===== src/rtl/mlp_layer_sequencer_if.sv =====
// Compute-side bus of the MLP layer sequencer: run control, memory access strobes and final outputs.
// The sequencer holds the master modport; the memory/top-level side holds the slave modport.
interface mlp_layer_sequencer_if #(
  parameter int M  = 3,
  parameter int N  = 2,
  parameter int QM = 3,
  parameter int QN = 5,
  parameter int WM = 3,
  parameter int WN = 5
);
  localparam int AW = QM + QN;
  localparam int WW = WM + WN;
  localparam int LW = (M > 2) ? $clog2(M - 1) : 1;
  localparam int NW = (N > 1) ? $clog2(N) : 1;

  // Strobes are single-cycle and level-qualified: initial_flag, read_en and write_en
  // are never high together; memory data is combinational and sampled in the read_en
  // cycle; result/neuron_addr are stable for the whole write_en cycle.
  logic                   start;
  logic                   initial_flag;
  logic                   read_en;
  logic [LW-1:0]          layer_addr;
  logic [NW-1:0]          neuron_addr;
  logic [N-1:0][AW-1:0]   inputs;
  logic [N-1:0][WW-1:0]   weights;
  logic signed [AW-1:0]   bias;
  logic                   write_en;
  logic signed [AW-1:0]   result;
  logic                   busy;
  logic                   done;
  logic [N-1:0][AW-1:0]   y;
  logic                   y_valid;
  logic [2:0]             state;

  modport master (
    input  start, inputs, weights, bias,
    output initial_flag, read_en, layer_addr, neuron_addr, write_en, result,
           busy, done, y, y_valid, state
  );

  modport slave (
    output start, inputs, weights, bias,
    input  initial_flag, read_en, layer_addr, neuron_addr, write_en, result,
           busy, done, y, y_valid, state
  );
endinterface


===== src/rtl/mlp_layer_sequencer.sv =====
// Layer/neuron sequencer with a serial fixed-point MAC; writes each neuron result back to memory.
// Define MLP_RELU_EN for ReLU activation on every layer; otherwise identity with signed saturation.
module mlp_layer_sequencer #(
  parameter int M  = 3,
  parameter int N  = 2,
  parameter int QM = 3,
  parameter int QN = 5,
  parameter int WM = 3,
  parameter int WN = 5
) (
  input  logic clk,
  input  logic rst,
  mlp_layer_sequencer_if.master bus
);
  localparam int AW   = QM + QN;
  localparam int WW   = WM + WN;
  localparam int LW   = (M > 2) ? $clog2(M - 1) : 1;
  localparam int NW   = (N > 1) ? $clog2(N) : 1;
  localparam int ACCW = AW + WW + $clog2(N) + 1;
  localparam int SW   = ACCW + 1;
  localparam logic signed [SW-1:0] MAXV = (SW'(1) <<< (AW - 1)) - SW'(1);
  localparam logic signed [SW-1:0] MINV = -MAXV - SW'(1);

  typedef enum logic [2:0] {
    S_IDLE  = 3'd0,
    S_LOAD  = 3'd1,
    S_READ  = 3'd2,
    S_MAC   = 3'd3,
    S_WRITE = 3'd4,
    S_DONE  = 3'd5
  } state_t;

  state_t                 state, state_nxt;
  logic [LW-1:0]          layer;
  logic [NW-1:0]          neuron;
  logic [NW-1:0]          k;
  logic [N-1:0][AW-1:0]   x_r;
  logic [N-1:0][WW-1:0]   w_r;
  logic signed [AW-1:0]   b_r;
  logic signed [ACCW-1:0] acc;
  logic signed [AW+WW-1:0] prod;
  logic signed [SW-1:0]   sum, shifted, act;
  logic signed [AW-1:0]   res;
  logic [N-1:0][AW-1:0]   y_r;
  logic                   y_valid_r;
  logic                   last_neuron, last_layer, last_k;

  assign last_neuron = (neuron == NW'(N - 1));
  assign last_layer  = (layer == LW'(M - 2));
  assign last_k      = (k == NW'(N - 1));

  always_ff @(posedge clk) begin
    if (rst) state <= S_IDLE;
    else     state <= state_nxt;
  end

  always_comb begin
    state_nxt = state;
    case (state)
      S_IDLE:  if (bus.start) state_nxt = S_LOAD;
      S_LOAD:  state_nxt = S_READ;
      S_READ:  state_nxt = S_MAC;
      S_MAC:   if (last_k) state_nxt = S_WRITE;
      S_WRITE: state_nxt = (last_neuron && last_layer) ? S_DONE : S_READ;
      S_DONE:  state_nxt = S_IDLE;
      default: state_nxt = S_IDLE;
    endcase
  end

  always_comb begin
    bus.initial_flag = (state == S_LOAD);
    bus.read_en      = (state == S_READ);
    bus.write_en     = (state == S_WRITE);
    bus.done         = (state == S_DONE);
    bus.busy         = (state != S_IDLE);
    bus.state        = state;
  end

  // Full-precision product; the size cast sign-extends into the accumulator.
  assign prod    = $signed(x_r[k]) * $signed(w_r[k]);
  assign sum     = SW'(acc) + (SW'(b_r) <<< WN);
  assign shifted = sum >>> WN;

  always_comb begin
    act = shifted;
`ifdef MLP_RELU_EN
    if (shifted < 0) act = '0;
`endif
    if (act > MAXV)      res = MAXV[AW-1:0];
    else if (act < MINV) res = MINV[AW-1:0];
    else                 res = act[AW-1:0];
  end

  always_ff @(posedge clk) begin
    if (rst) begin
      layer     <= '0;
      neuron    <= '0;
      k         <= '0;
      x_r       <= '0;
      w_r       <= '0;
      b_r       <= '0;
      acc       <= '0;
      y_r       <= '0;
      y_valid_r <= 1'b0;
    end else begin
      case (state)
        S_IDLE: if (bus.start) y_valid_r <= 1'b0;
        S_LOAD: begin
          layer  <= '0;
          neuron <= '0;
        end
        S_READ: begin
          x_r <= bus.inputs;
          w_r <= bus.weights;
          b_r <= bus.bias;
          acc <= '0;
          k   <= '0;
        end
        S_MAC: begin
          acc <= acc + ACCW'(prod);
          k   <= k + 1'b1;
        end
        S_WRITE: begin
          if (last_layer) y_r[neuron] <= res;
          if (!last_neuron) begin
            neuron <= neuron + 1'b1;
          end else if (!last_layer) begin
            neuron <= '0;
            layer  <= layer + 1'b1;
          end
        end
        S_DONE: y_valid_r <= 1'b1;
        default: ;
      endcase
    end
  end

  assign bus.layer_addr  = layer;
  assign bus.neuron_addr = neuron;
  assign bus.result      = res;
  assign bus.y           = y_r;
  assign bus.y_valid     = y_valid_r;
endmodule


===== src/flat_wrapper.sv =====
// flat-port wrapper written by rule: the top's interface ports become plain ports
module mlp_layer_sequencer_flat 
#(
  parameter int M  = 3,
  parameter int N  = 2,
  parameter int QM = 3,
  parameter int QN = 5,
  parameter int WM = 3,
  parameter int WN = 5
)
  (clk, rst, bus_start, bus_inputs, bus_weights, bus_bias, bus_initial_flag, bus_read_en, bus_layer_addr, bus_neuron_addr, bus_write_en, bus_result, bus_busy, bus_done, bus_y, bus_y_valid, bus_state);
  mlp_layer_sequencer_if #(.M(M), .N(N), .QM(QM), .QN(QN), .WM(WM), .WN(WN)) bus_i ();
  input  logic clk;
  input  logic rst;
  input wire logic [$bits(bus_i.start)-1:0] bus_start;
  input wire logic [$bits(bus_i.inputs)-1:0] bus_inputs;
  input wire logic [$bits(bus_i.weights)-1:0] bus_weights;
  input wire logic [$bits(bus_i.bias)-1:0] bus_bias;
  output wire logic [$bits(bus_i.initial_flag)-1:0] bus_initial_flag;
  output wire logic [$bits(bus_i.read_en)-1:0] bus_read_en;
  output wire logic [$bits(bus_i.layer_addr)-1:0] bus_layer_addr;
  output wire logic [$bits(bus_i.neuron_addr)-1:0] bus_neuron_addr;
  output wire logic [$bits(bus_i.write_en)-1:0] bus_write_en;
  output wire logic [$bits(bus_i.result)-1:0] bus_result;
  output wire logic [$bits(bus_i.busy)-1:0] bus_busy;
  output wire logic [$bits(bus_i.done)-1:0] bus_done;
  output wire logic [$bits(bus_i.y)-1:0] bus_y;
  output wire logic [$bits(bus_i.y_valid)-1:0] bus_y_valid;
  output wire logic [$bits(bus_i.state)-1:0] bus_state;
  assign bus_i.start = bus_start;
  assign bus_i.inputs = bus_inputs;
  assign bus_i.weights = bus_weights;
  assign bus_i.bias = bus_bias;
  assign bus_initial_flag = bus_i.initial_flag;
  assign bus_read_en = bus_i.read_en;
  assign bus_layer_addr = bus_i.layer_addr;
  assign bus_neuron_addr = bus_i.neuron_addr;
  assign bus_write_en = bus_i.write_en;
  assign bus_result = bus_i.result;
  assign bus_busy = bus_i.busy;
  assign bus_done = bus_i.done;
  assign bus_y = bus_i.y;
  assign bus_y_valid = bus_i.y_valid;
  assign bus_state = bus_i.state;
  mlp_layer_sequencer #(.M(M), .N(N), .QM(QM), .QN(QN), .WM(WM), .WN(WN)) u_core (.clk(clk), .rst(rst), .bus(bus_i));
endmodule

===== config.mk =====
export PLATFORM = sky130hd
export DESIGN_NAME = mlp_layer_sequencer_flat
export DESIGN_NICKNAME = d
export VERILOG_FILES = /design/src/rtl/mlp_layer_sequencer_if.sv /design/src/rtl/mlp_layer_sequencer.sv /design/src/flat_wrapper.sv
export SDC_FILE = /design/constraint.sdc
export NUM_CORES = 1
export LEC_CHECK = 0
export BUFFER_PORTS_ARGS = -buffer_cell sky130_fd_sc_hd__buf_4
export CORE_ASPECT_RATIO = 2
export CORE_MARGIN = 8
export CORE_UTILIZATION = 27
export CTS_CLUSTER_DIAMETER = 40
export DETAILED_ROUTE_END_ITERATION = 16
export HOLD_SLACK_MARGIN = 0.08
export PLACE_DENSITY = 0.42
export SLEW_MARGIN = 20
export SYNTH_ARGS = -nofsm -noshare
export SYNTH_HDL_FRONTEND = slang
export SYNTH_SLANG_ARGS = --single-unit

===== constraint.sdc =====
create_clock -name clk -period 12.6 [get_ports clk]
set_clock_uncertainty 0.05 [all_clocks]
set_input_delay 0.63 -clock clk [delete_from_list [all_inputs] [get_ports clk]]
set_output_delay 0.63 -clock clk [all_outputs]
set_load 0.02 [all_outputs]

# After elaboration in Yosys (flattened, before gate mapping)
# Index checks and enable logic that the tools add are counted.
dict set report op_classes {
  mul 1
  n_mux 23
  n_addsub 5
  magnitude_cmp 5
  eq_ne 8
  n_reduce_logical 11
}
# op n
set ops {}
lappend ops {{two-way mux 8 bit} 7}
lappend ops {{case mux 18 bit (2 select lines)} 1}
lappend ops {{adder 18 x 13 -> 19 bit} 1}
lappend ops {{adder 18 x 16 -> 18 bit} 1}
lappend ops {{bitwise mux 16 bit} 1}
lappend ops {{multiplier 8 x 8 -> 16 bit} 1}
lappend ops {{case mux 3 bit (5 select lines)} 1}
lappend ops {{greater-than comparator 14 x 8 -> 1 bit (second input constant)} 1}
lappend ops {{less-than comparator 14 x 8 -> 1 bit (second input constant)} 1}
lappend ops {{two-way mux 3 bit} 3}
lappend ops {{demux 8 bit (select 1 bit)} 1}
lappend ops {{case mux 1 bit (2 select lines)} 4}
lappend ops {{AND reduction 2 bit} 4}
lappend ops {{== test 3 x 2 -> 1 bit (second input constant)} 2}
lappend ops {{== test 3 bit (second input constant)} 2}
lappend ops {{nonzero test 2 bit} 3}
lappend ops {{two-way mux 1 bit} 5}
lappend ops {{less-than comparator 1 x 2 -> 1 bit (second input constant)} 2}
lappend ops {{!= test 2 x 1 -> 1 bit (second input constant)} 2}
lappend ops {{adder 1 bit (second input constant)} 3}
lappend ops {{== test 3 x 1 -> 1 bit (second input constant)} 1}
lappend ops {{zero test 3 bit} 1}
lappend ops {{nonzero test 3 bit} 1}
lappend ops {{logical AND 1 bit} 2}
lappend ops {{other kinds (2)} 2}
dict set report word_totals {
  elab_cells 66
  register_bits 81
  input_bits 43
}

# Depth between registers and ports, before layout
dict set report logic_depth {
  depth_word 5
  mapped_depth 23
  mapped_depth_nobuf 21
}

# Least setup slack after synthesis
# Ideal clock, no wire load.
dict set report synth_timing {
  path_type {register to register}
  from {register u_core.k}
  to {register u_core.acc[17]}
  setup_time_ns 0.128
  arrival_time_ns 6.509
  t_required_ns 12.422
  n_path_buf 3
  path_slack_ns 5.913
  path_stages_with_launch 22
  path_cell_list {dfxtp_1 -> clkbuf_1 -> clkbuf_1 -> clkbuf_1 -> mux2i_1 -> nor2_1 -> inv_1 -> fa_1 -> inv_1 -> fa_1 -> fa_1 -> fa_1 -> fa_1 -> ha_1 -> o21a_1 -> a21oi_1 -> o21ai_0 -> a211oi_1 -> o41ai_1 -> xnor2_1 -> a22oi_1 -> nor2_1}
}
dict set report synth_via {
  elab_chain_len 5
  word_cells_on_any_way 7
  cone_classes {add/sub: 1; mul: 1; mux: 5}
}
# item line_no
set synth_rtl {}
lappend synth_rtl {{start, declared} mlp_layer_sequencer.sv:36} ;# logic [NW-1:0] k;
lappend synth_rtl {{start signal, assigned} mlp_layer_sequencer.sv:121} ;# k <= k + 1'b1;
lappend synth_rtl {{two-way mux 8 bit (not written as such) (2 in a row)} mlp_layer_sequencer.sv:80} ;# assign prod = $signed(x_r[k]) * $signed(w_r[k]);
lappend synth_rtl {{multiplier 8 x 8 -> 16 bit *} mlp_layer_sequencer.sv:80}
lappend synth_rtl {{adder 18 x 16 -> 18 bit *} mlp_layer_sequencer.sv:120} ;# acc <= acc + ACCW'(prod);
lappend synth_rtl {{case mux 18 bit (2 select lines) *} mlp_layer_sequencer.sv:106} ;# case (state)
lappend synth_rtl {{end signal, assigned} mlp_layer_sequencer.sv:120}
lappend synth_rtl {{end, declared} mlp_layer_sequencer.sv:40} ;# logic signed [ACCW-1:0] acc;
# Mark *: on every way between the ends. The rest lies on a longest branch, timed or not. The select of a mux whose other input is x is not followed.
# A chain may end at the register's enable or synchronous reset.

# Worst setup path in the final report
# Same ends and word-level chain as after synthesis.

==> run summary <==
Status: complete, no violations
CORE AREA: 0.0262 sq mm
Postcts setup bufs: 0
Total Wirelength: 21.8 mm
Slew Limit Fails: 0
Post-cts resize count: 0
Synth area leader: dfxtp_1
Pleak: 3.80 nW
Syn_nets: 1003
RePlAce Congestion: 0.866
Inserted Diodes: 0
Drt wl/cell: 17.6 microns
Fillers: 2812
Final hold vios: 0
Largest cells by area after synthesis: dfxtp_1 (23%), fa_1 (23%), ha_1 (9.6%)
Final net count: 1067
Fmax: 156 MHz
Ys Warns: 0
Yosys top cell area share: 22.7%
Total global-route track usage: 14.5%
Worst-margin pin slew: 1.01 ns
Drt pass-1 iters: 4
Die height: 246 microns
Hold_buf cts: 0
WHS Endpoint: u_core.x_r[7]
Post-synthesis mux area share: 4.39%
WS Path Type: register to register
CTS tree: done
First-pass GRT wire length: 34.8 mm
HPWL after DPL: 18.0 mm
Initial Util: 27.3%
Post-Synth XOR/XNOR Area: 3.07%
Clock Tree Buf Depth: 2
Cells after synthesis: 824
Critical path fanouts, max: 27
DR DRC count: 0
CP startpoint kind: register
Worst path max stage delay: 0.77 ns
CTS sink count: 81
Vias in the first global route: 6296
Die Area: 0.0322 sq mm
Util after Layout: 32.1%
Clk Tree Root Cell: clkbuf_16
Mapped Area: 0.00713 sq mm
Worst r2r dst: u_core.acc[17]
Share of layout cells above drive strength 1: 13.7%
Final ANT Viol Nets: 0
DR vias: 5730
Cells on worst reg2reg path: 18
# IOs: 78
Latest clock arrival within the worst-skew pair: 0.36 ns
Largest family of logic cells by synthesized area: adder cells
Die X: 131 microns
Initial antenna violation count: 0
Port Buffers: 77
Max Cap Violations: 0
R2R Path Start: u_core.k
Worst hold path class: register to register
Post-synth EDFFs: 0
Post-synthesis simple-gate area fraction: 16.2%
Setup crit end kind: register
Minimum clock period: 6.43 ns
Power density cells: 129 mW/mm^2
Syn Area/Cell: 8.66 sq um
Min-delay src: u_core.x_r[7]
Register area share after synthesis: 22.7%
CP Cell Sequence: buf_4, mux2i_1, nand2b_1, fa_1, fa_1, inv_1, fa_1, fa_1, fa_1, ha_1, o21a_1, a21oi_1, o21ai_0, a211oi_1, o41ai_1, xnor2_1, a22oi_1, nor2_1
CP most frequent cell: fa_1
Compound-Gate Fraction of Synth Area: 14.3%
Global route overflow: 0
Largest net degree at the start of global routing: 86
Slew margin rel.: 32.9%
Setup tns final: 0 ns
CP arrival: 6.59 ns
WHS Path Cells: 2
Setup slack, reg-to-reg: 6.17 ns
Sequential cell area: 0.00162 sq mm
RSZ-0062 raised after global routing: no
Top FF cell, synth: dfxtp_1
Multi-input gate area: 0.00501 sq mm
Vias per inst: 4.63
Synth Area in Adders: 32.4%
Worst EP required: 12.77 ns
Number of CTS-inserted buffers: 9
Yosys cell types: 55
Yosys reg bits: 81
Reg clk slew, reported paths: 0.07 ns
Fin crit share: 51.0%
Final setup violation count: 0
Ys async rst share: 0%
Area Growth Syn to Fin: 17.8%
Row count: 84
H-Tree Depth: 3
Peak supply drop: 0.118 mV
Initial DRC count: 256
Slowest CP cell: mux2i_1
==> kinds of logic (layout without fill, tap and decap cells) <==
family                   Yosys count  after routing
AO/OA/AOI/OAI                    154            154
XOR/XNOR                          25             25
adder cells (fa/ha/maj)          136            136
buffers and inverters            133            202
flip-flops                        81             81
multiplexers                      30             30
AND/OR/NAND/NOR                  265            265
==> report_power, final <==
| part | leakage (nW) | switching, W | total (W) | internal, W |
|---|---|---|---|---|
| Sequential | 0.655 | 0.0000282 | 0.000312 | 0.000284 |
| Clock | 0.161 | 0.000125 | 0.000297 | 0.000172 |
| Combinational | 2.98 | 0.000303 | 0.000477 | 0.000174 |
| Total | 3.80 | 0.000456 | 0.00109 | 0.000630 |
==> layer usage <==
layer  vias to the layer above  part of all wire [%]  global-route usage [%]
met3                        22                   1.8                    2.04
met5                         -                     0                       0
met1                      2812                    34                    13.5
met4                         0                   2.2                    5.61
li1                       2836                     -                       -
met2                        60                    62                    29.7
==> area by class of cell <==
cell class                 instances  area share (%)
multi-input combinational        610            59.7
sequential                        81            19.3
clock inverter                     4           0.700
clock buffer                      12            3.17
timing repair buffer              83            7.42
tap                              344            5.12
inverter                         103            4.60
==> cells in the final DEF, fill, tap and decap left out, types with 2 or more instances in the layout <==
cell	count
a211o_1	2
a211oi_1	12
a21boi_0	2
a21oi_1	69
a21oi_2	3
a22oi_1	13
and3_1	2
buf_4	83
clkbuf_16	9
clkbuf_8	3
clkinv_4	2
dfxtp_1	81
fa_1	81
ha_1	55
inv_1	103
mux2_2	10
mux2i_1	20
nand2_1	115
nand2b_1	10
nand3_1	7
nand3b_1	9
nor2_1	85
nor2b_1	11
nor3_1	9
nor3b_1	2
o211ai_1	2
o21a_1	6
o21ai_0	20
o21ai_1	2
o31ai_1	3
o32ai_1	3
or2_2	2
or3_1	7
xnor2_1	20
xor2_1	5
==> Yosys cell counts (all sizes together), types with 2 or more instances <==
cell type and instances:
nor2 86, or2 3, o211ai 2, mux2 10, fa 81, a21boi 2, a211oi 12, or3 7
inv 103, a22oi 13, buf 3, o21a 6, o31ai 3, o32ai 3, a211o 2, dfxtp 81
o21ai 24, nand2 115, nand3 7, nor2b 11, and3 2, xnor2 20, nand3b 9, mux2i 20
clkbuf 27, nor3 9, a21oi 72, ha 55, nand2b 10, xor2 5, nor3b 2
==> state kept, by name, summed over array words and instances, names as in the netlist <==
signal and cells:
u_core.b_r 8, u_core.bus.y_valid 1, u_core.w_r 16, u_core.k 1
u_core.bus.neuron_addr 1, u_core.acc 18, u_core.bus.y 16, u_core.bus.state 3
u_core.bus.layer_addr 1, u_core.x_r 16
==> critical path: cells and delay by family, from the launching register on <==
| family | cells | cell delay [ns] |
|---|---|---|
| fa+ha+maj | 6 | 2.83 |
| xor+xnor | 1 | 0.12 |
| mux | 1 | 0.77 |
| simple gates | 2 | 0.29 |
| buf+inv | 2 | 0.43 |
| compound gates | 6 | 1.46 |
| flops | 1 | 0.35 |
==> worst max path at each step <==
stage	cells past startpoint	slack, ns	start	endpoint
after floorplan	21	5.91	u_core.k	u_core.acc[17]
after global placement	19	5.96	u_core.k	u_core.acc[17]
after detailed placement	19	5.88	u_core.k	u_core.acc[17]
after CTS	19	5.86	u_core.k	u_core.acc[17]
after global routing	18	5.69	u_core.k	u_core.acc[17]
final	18	6.17	u_core.k	u_core.acc[17]
==> stage by stage <==
step | power (W) | worst slack [ns] | area [sq um] | hold slack, ns | std cells
2_1_floorplan | 0.000628 | 5.91 | 7130 | 0.383 | 824
3_3_place_gp | 0.000809 | 5.96 | 8070 | 0.401 | 1221
3_5_place_dp | 0.000807 | 5.88 | 8070 | 0.398 | 1221
4_1_cts | 0.00111 | 5.86 | 8400 | 0.408 | 1237
5_1_grt | 0.00117 | 5.69 | 8400 | 0.427 | 1237
6_report | 0.00109 | 6.17 | 8400 | 0.406 | 1237
Power figures use the tool's default switching activity.
